--- config.mk ---
export PLATFORM = sky130hd
export DESIGN_NAME = register_file_hc
export DESIGN_NICKNAME = d
export VERILOG_FILES = /design/src/rtl/register_file_hc_pkg.sv /design/src/rtl/register_file_hc_cell.sv /design/src/rtl/register_file_hc.sv
export SDC_FILE = /design/constraint.sdc
export NUM_CORES = 1
export LEC_CHECK = 0
export CORE_ASPECT_RATIO = 1.2
export CORE_MARGIN = 2
export CORE_UTILIZATION = 30
export CTS_BUF_LIST = sky130_fd_sc_hd__clkbuf_16
export CTS_CLUSTER_DIAMETER = 60
export CTS_CLUSTER_SIZE = 40
export DETAILED_ROUTE_END_ITERATION = 10
export GPL_ROUTABILITY_DRIVEN = 0
export PLACE_DENSITY = 0.5
export SLEW_MARGIN = 0
export SYNTH_ARGS = -nofsm -noshare
export SYNTH_HDL_FRONTEND = slang
export SYNTH_SLANG_ARGS = --single-unit
--- constraint.sdc ---
create_clock -name clock -period 7.6 [get_ports clock]
set_clock_uncertainty 0.15 [all_clocks]
set_input_delay 1.52 -clock clock [delete_from_list [all_inputs] [get_ports clock]]
set_output_delay 1.52 -clock clock [all_outputs]
set_load 0.02 [all_outputs]
--- src/rtl/register_file_hc_pkg.sv ---
// Shared encodings for the register_file_hc bank: write operations and clear-all sweep states.
package register_file_hc_pkg;

    typedef enum logic [1:0] {
        OP_LOAD  = 2'd0,
        OP_INC   = 2'd1,
        OP_DEC   = 2'd2,
        OP_CLEAR = 2'd3
    } wr_op_e;

    typedef enum logic {
        ST_IDLE  = 1'b0,
        ST_SWEEP = 1'b1
    } state_e;

endpackage

--- src/rtl/register_file_hc_cell.sv ---
// One storage register of the bank: applies the selected write operation or a sweep clear,
// and flags when an increment/decrement rolls over.
module reg_cell_hc
    import register_file_hc_pkg::*;
#(
    parameter int DATA_SIZE = 16
) (
    input  logic                 clock,
    input  logic                 reset_n,
    input  logic                 we,
    input  logic [1:0]           op,
    input  logic [DATA_SIZE-1:0] wr_data,
    input  logic                 clear,
    output logic [DATA_SIZE-1:0] q,
    output logic                 wrap
);

    logic [DATA_SIZE-1:0] value_q, value_d;

    // Sweep clear and accepted writes never coincide, the top blocks writes while sweeping.
    always_comb begin
        value_d = value_q;
        wrap    = 1'b0;
        if (clear) begin
            value_d = '0;
        end else if (we) begin
            case (wr_op_e'(op))
                OP_LOAD:  value_d = wr_data;
                OP_INC: begin
                    value_d = value_q + DATA_SIZE'(1);
                    wrap    = &value_q;
                end
                OP_DEC: begin
                    value_d = value_q - DATA_SIZE'(1);
                    wrap    = ~|value_q;
                end
                OP_CLEAR: value_d = '0;
                default:  value_d = value_q;
            endcase
        end
    end

    always_ff @(posedge clock or negedge reset_n) begin
        if (!reset_n) begin
            value_q <= '0;
        end else begin
            value_q <= value_d;
        end
    end

    assign q = value_q;

endmodule

--- src/rtl/register_file_hc.sv ---
// Addressable register bank with one operation-select write port, two combinational
// read ports and a one-register-per-cycle clear-all sweep.
module register_file_hc
    import register_file_hc_pkg::*;
#(
    parameter  int DATA_SIZE = 16,
    parameter  int NUM_REGS  = 8,
    localparam int ADDR_SIZE = $clog2(NUM_REGS)
) (
`ifdef USE_POWER_PINS
    inout  wire                  vccd1,
    inout  wire                  vssd1,
`endif
    input  logic                 clock,
    input  logic                 reset_n,
    input  logic                 wr_en,
    input  logic [ADDR_SIZE-1:0] wr_addr,
    input  logic [1:0]           wr_op,
    input  logic [DATA_SIZE-1:0] wr_data,
    input  logic [ADDR_SIZE-1:0] rd_addr_a,
    input  logic [ADDR_SIZE-1:0] rd_addr_b,
    output logic [DATA_SIZE-1:0] rd_data_a,
    output logic [DATA_SIZE-1:0] rd_data_b,
    input  logic                 clear_all,
    output logic                 busy,
    output logic                 wrap,
    output logic                 wr_drop
);

    localparam logic [ADDR_SIZE:0]   REG_COUNT = (ADDR_SIZE + 1)'(NUM_REGS);
    localparam logic [ADDR_SIZE-1:0] LAST_IDX  = ADDR_SIZE'(NUM_REGS - 1);

    state_e                              state_q, state_d;
    logic [ADDR_SIZE-1:0]                idx_q, idx_d;
    logic                                wrap_q, wrap_d;
    logic                                wr_drop_q, wr_drop_d;
    logic                                sweeping;
    logic                                wr_accept;
    logic [NUM_REGS-1:0][DATA_SIZE-1:0]  regs;
    logic [NUM_REGS-1:0]                 cell_we, cell_clear, cell_wrap;

    assign sweeping  = (state_q == ST_SWEEP);
    assign wr_accept = wr_en && !sweeping && ({1'b0, wr_addr} < REG_COUNT);

    for (genvar i = 0; i < NUM_REGS; i++) begin : g_cell
        assign cell_we[i]    = wr_accept && (wr_addr == ADDR_SIZE'(i));
        assign cell_clear[i] = sweeping && (idx_q == ADDR_SIZE'(i));

        reg_cell_hc #(
            .DATA_SIZE (DATA_SIZE)
        ) u_cell (
            .clock   (clock),
            .reset_n (reset_n),
            .we      (cell_we[i]),
            .op      (wr_op),
            .wr_data (wr_data),
            .clear   (cell_clear[i]),
            .q       (regs[i]),
            .wrap    (cell_wrap[i])
        );
    end

    // A clear_all seen mid-sweep is ignored; the sweep always runs exactly NUM_REGS cycles.
    always_comb begin
        state_d   = state_q;
        idx_d     = idx_q;
        wrap_d    = |cell_wrap;
        wr_drop_d = wr_en && !wr_accept;
        case (state_q)
            ST_IDLE: begin
                if (clear_all) begin
                    state_d = ST_SWEEP;
                    idx_d   = '0;
                end
            end
            ST_SWEEP: begin
                if (idx_q == LAST_IDX) begin
                    state_d = ST_IDLE;
                    idx_d   = '0;
                end else begin
                    idx_d = idx_q + ADDR_SIZE'(1);
                end
            end
            default: begin
                state_d = ST_IDLE;
                idx_d   = '0;
            end
        endcase
    end

    always_ff @(posedge clock or negedge reset_n) begin
        if (!reset_n) begin
            state_q   <= ST_IDLE;
            idx_q     <= '0;
            wrap_q    <= 1'b0;
            wr_drop_q <= 1'b0;
        end else begin
            state_q   <= state_d;
            idx_q     <= idx_d;
            wrap_q    <= wrap_d;
            wr_drop_q <= wr_drop_d;
        end
    end

    // Out-of-range read addresses return zero rather than aliasing onto a real register.
    always_comb begin
        rd_data_a = '0;
        rd_data_b = '0;
        for (int i = 0; i < NUM_REGS; i++) begin
            if (rd_addr_a == ADDR_SIZE'(i)) rd_data_a = regs[i];
            if (rd_addr_b == ADDR_SIZE'(i)) rd_data_b = regs[i];
        end
    end

    assign busy    = sweeping;
    assign wrap    = wrap_q;
    assign wr_drop = wr_drop_q;

endmodule

==> impl_results.md <==
- Pins Over Slew Limit: 0
- Root Buffer: clkbuf_16
- DRT Pass-1 Iters: 6
- Post-CTS Repair Setup Buffers: 0
- Yosys top cell area share: between 20% and 30%
- Top-count cell post-synth: a21oi_1
- Clock Tree Buf Depth: 2
- Die area: ~57000 µm²
- Post-cts sizing count: 0
- Ys Warns: 0
- Crit-path max cell delay: 810 ps
- Setup CP Type: input pin to primary output
- Critical path's top delay family: buffers and inverters
- Via/cell ratio: 6.45
- Die W: ~220 µm
- Total grt overflow: 0
- Port Buf Inserts: 65
- Hold_ws: approximately 420 ps
- Hold-fix buffers, CTS: 0
- TritonCTS clock tree: built
- Clock slew at reported path FFs: roughly 60 ps
- DRT Wirelength: approximately 76 mm
- Largest cells by area after synthesis: dfrtp_1 (20%), a21oi_1 (6.5%), o21ai_0 (5.1%), xnor2_1 (4.7%), clkbuf_1 (4.1%)
- Sw Share: 51.1%
- Tcrit/Tclk final: about four fifths
- Ys async rst share: between 90% and 100%
- Syn_nets: 2318
- Initial Utilization: a little under a third
- Worst r2r path cells: 9
- # rows: 94
- CP bufs+invs: 3
- Post-route ant nets: 0
- Pint: ~2400 µW
- Mapped Area: between 15000 and 20000 µm²
- H-tree levels: 4
- TritonCTS sink count: between 100 and 150
- Setup tns final: 0 ps
- Global-route wire length before repair: 112 mm
- Max-slew headroom: 30.3%
- Layout cell share with drive strength beyond 1: between 5 and 6%
- Commonest cells post-synth: a21oi_1 (214), clkbuf_1 (178), nand2_1 (175)
- Worst path depth: 8
- Library cells used by synthesis: between 80 and 90
- Mux contribution to synthesized area: around 5%
- Setup violations, final: 0
- RSZ-0062 raised after global routing: false
- DRC Markers: 0
- Achievable Freq: 0.161 GHz
- Pwr dens: about 280 nW/µm²
- Main flop type after synthesis: dfrtp_1
- CP Max Fanout: 31
- Largest family of logic cells by synthesized area: compound AO/OA/AOI/OAI gates
- Post-synthesis sequential area ratio: about a fifth
- Crit Reg-Reg Startpoint: g_cell[7].u_cell.q[1]
- Detailed Place HPWL: 53.2 mm
- Clock share of power: between 10% and 20%
- Worst-Margin Slew: ~1000 ps
- Vias in the first global route: between 15000 and 20000
- Synthesis-to-finish area growth: 8.27%
- Synth area leader: dfrtp_1
- Period minus WS final: between 6000 and 7000 ps
- Post-Synth XOR/XNOR Area: ~8%
- Overall Global Routing Usage: 26.5%
- FILL cells: 5777
- Die height: 260 µm
- Latest clock arrival within the worst-skew pair: about 470 ps
- Wire per inst: roughly 27 µm
- Pin count of the biggest net entering global routing: about 70
- CP Cell Sequence: clkdlybuf4s50_1 -> buf_4 -> nor2b_1 -> a22o_1 -> nand2_1 -> o221ai_1 -> a22o_1 -> clkdlybuf4s50_1
- Vias: 18400
- DRT iter0 DRCs: roughly 2400
- Worst Path Required: 5930 ps
- Worst setup path startpoint: rd_addr_a[1]
- Worst Setup EP: rd_data_a[11]
- Worst min path class: register to register
- Post-synthesis area per instance: between 7 and 8 µm²
- Synthesis-stage register bit count: ~130
- Compound-Gate Fraction of Synth Area: 33.3%
- Sequential power share: roughly a third
- Nets@finish: approximately 2200
- Critical Path AT: between 4000 and 5000 ps
- Initial antenna violation count: 2
- Total leakage power: 0.00658 µW
- Total net switching power: roughly 2500 µW
- Syn Inst Count: about 2300
- Core Area: 54500 µm²
- Adder-cell share of the synthesized area: approximately 2.6%
- Post-layout util: 32.7%
- Startpoint types: input pin
- Post-synth EDFFs: 0
- Slowest stage cell, crit path: nor2b_1
- Simple-Gate Fraction of Synth Area: between 20% and 30%
- Hold Vio Cnt, Final: 0
- TritonCTS Buffers: 17
- Status: complete, no violations
- I/O pin cnt: 66
- Worst vdd ir: around 0.00013 V
- Logic pwr share: between 40% and 50%
- R2R Path End: g_cell[7].u_cell.q[12]
- Max-cap violations: 0
- R2R Setup Slk: roughly 4700 ps
- Worst setup EP type: primary output
## placed cells by master, fill, tap and decap left out, types with 19 or more instances in the layout
master	instances
o31ai_1	21
nor2b_1	32
buf_4	36
nand3_1	98
nand4_1	30
nand2_1	175
nor4_1	19
a32oi_1	19
inv_1	49
xnor2_1	88
o211ai_1	20
xor2_1	62
ha_1	32
nor2_1	163
clkdlybuf4s50_1	61
or3_1	27
o31a_1	20
o22ai_1	31
nor3_1	59
a22o_1	57
a21oi_1	214
o221ai_1	59
dfrtp_1	134
a31oi_1	59
and3_1	26
o21ai_0	167
nand2b_1	25
mux2i_1	38
## per-stage QoR
| step | instances | instance area, µm² | total power [µW] | worst slack, ps |
|---|---|---|---|---|
| 6_report | 2856 | 17800 | 4900 | 1380 |
| 5_1_grt | 2854 | 17800 | 5190 | 1200 |
| 4_1_cts | 2853 | 17800 | 4840 | 1520 |
| 3_5_place_dp | 2821 | 17200 | 3970 | 1540 |
| 3_3_place_gp | 2821 | 17200 | 3930 | 1560 |
| 2_1_floorplan | 2253 | 16400 | 3140 | 2490 |
## logic make-up (layout without fill, tap and decap cells)
family / after synthesis / in the layout
xor gates and xnor gates: 150 / 150
AOI/OAI and AO/OA: 820 / 820
and+or+nand+nor: 748 / 748
other: 0 / 3
DFF: 134 / 134
muxes: 62 / 62
buffers and inverters: 305 / 185
adders and majority gates: 34 / 34
## worst min-delay path by stage
| stage | depth (start not counted) | from | slack (ps) | endpoint |
|---|---|---|---|---|
| final | 1 | idx_q[0] | 420 | idx_q[0] |
| after global routing | 1 | idx_q[0] | 470 | idx_q[0] |
| after CTS | 1 | idx_q[0] | 430 | idx_q[0] |
| after detailed placement | 1 | idx_q[0] | 420 | idx_q[0] |
| after global placement | 1 | idx_q[0] | 390 | idx_q[0] |
| after floorplan | 1 | idx_q[0] | 370 | idx_q[0] |
## power by group through the flow
| stage | clock [µW] | combinational (µW) | sequential (µW) |
|---|---|---|---|
| after floorplan | 0 | 2070 | 1070 |
| after global placement | 0 | 2280 | 1650 |
| after detailed placement | 0 | 2320 | 1650 |
| after CTS | 872 | 2330 | 1640 |
| after global routing | 894 | 2590 | 1700 |
| final | 860 | 2360 | 1680 |
## worst reg2reg max path: stages, from the launching register on
cell      delay [ps]
dfrtp_1          730
xor2_1           140
ha_1             270
and3b_1          190
o21ai_0          380
a31oi_1          150
o22ai_1          330
o22ai_1          160
xnor2_1          170
o221ai_1         110
## sequential cells by signal, indices dropped and copies added (netlist names)
name / flops
g_cell.u_cell.q: 128
idx_q: 3
busy: 1
wr_drop: 1
wrap: 1
## final cells by class
| type | instances | area, µm² | area share, % |
|---|---|---|---|
| antenna | 3 | 7.51 | 0.0422 |
| clock buffer | 17 | 425 | 2.39 |
| clock inverter | 15 | 141 | 0.794 |
| inverter | 50 | 188 | 1.05 |
| multi-input combinational | 1814 | 11800 | 66.5 |
| sequential | 134 | 3350 | 18.8 |
| tap | 720 | 901 | 5.06 |
| timing repair buffer | 103 | 947 | 5.32 |
## per-layer routing
layer | global-route usage [%] | share of wire, % | up-vias
met5 | 0 | 0.020 | -
met1 | 33.3 | 40 | 8998
met3 | 3.55 | 7.5 | 245
met2 | 41.7 | 45 | 991
li1 | - | - | 8175
met4 | 19.0 | 7.6 | 2
Power figures use the tool's default switching activity.
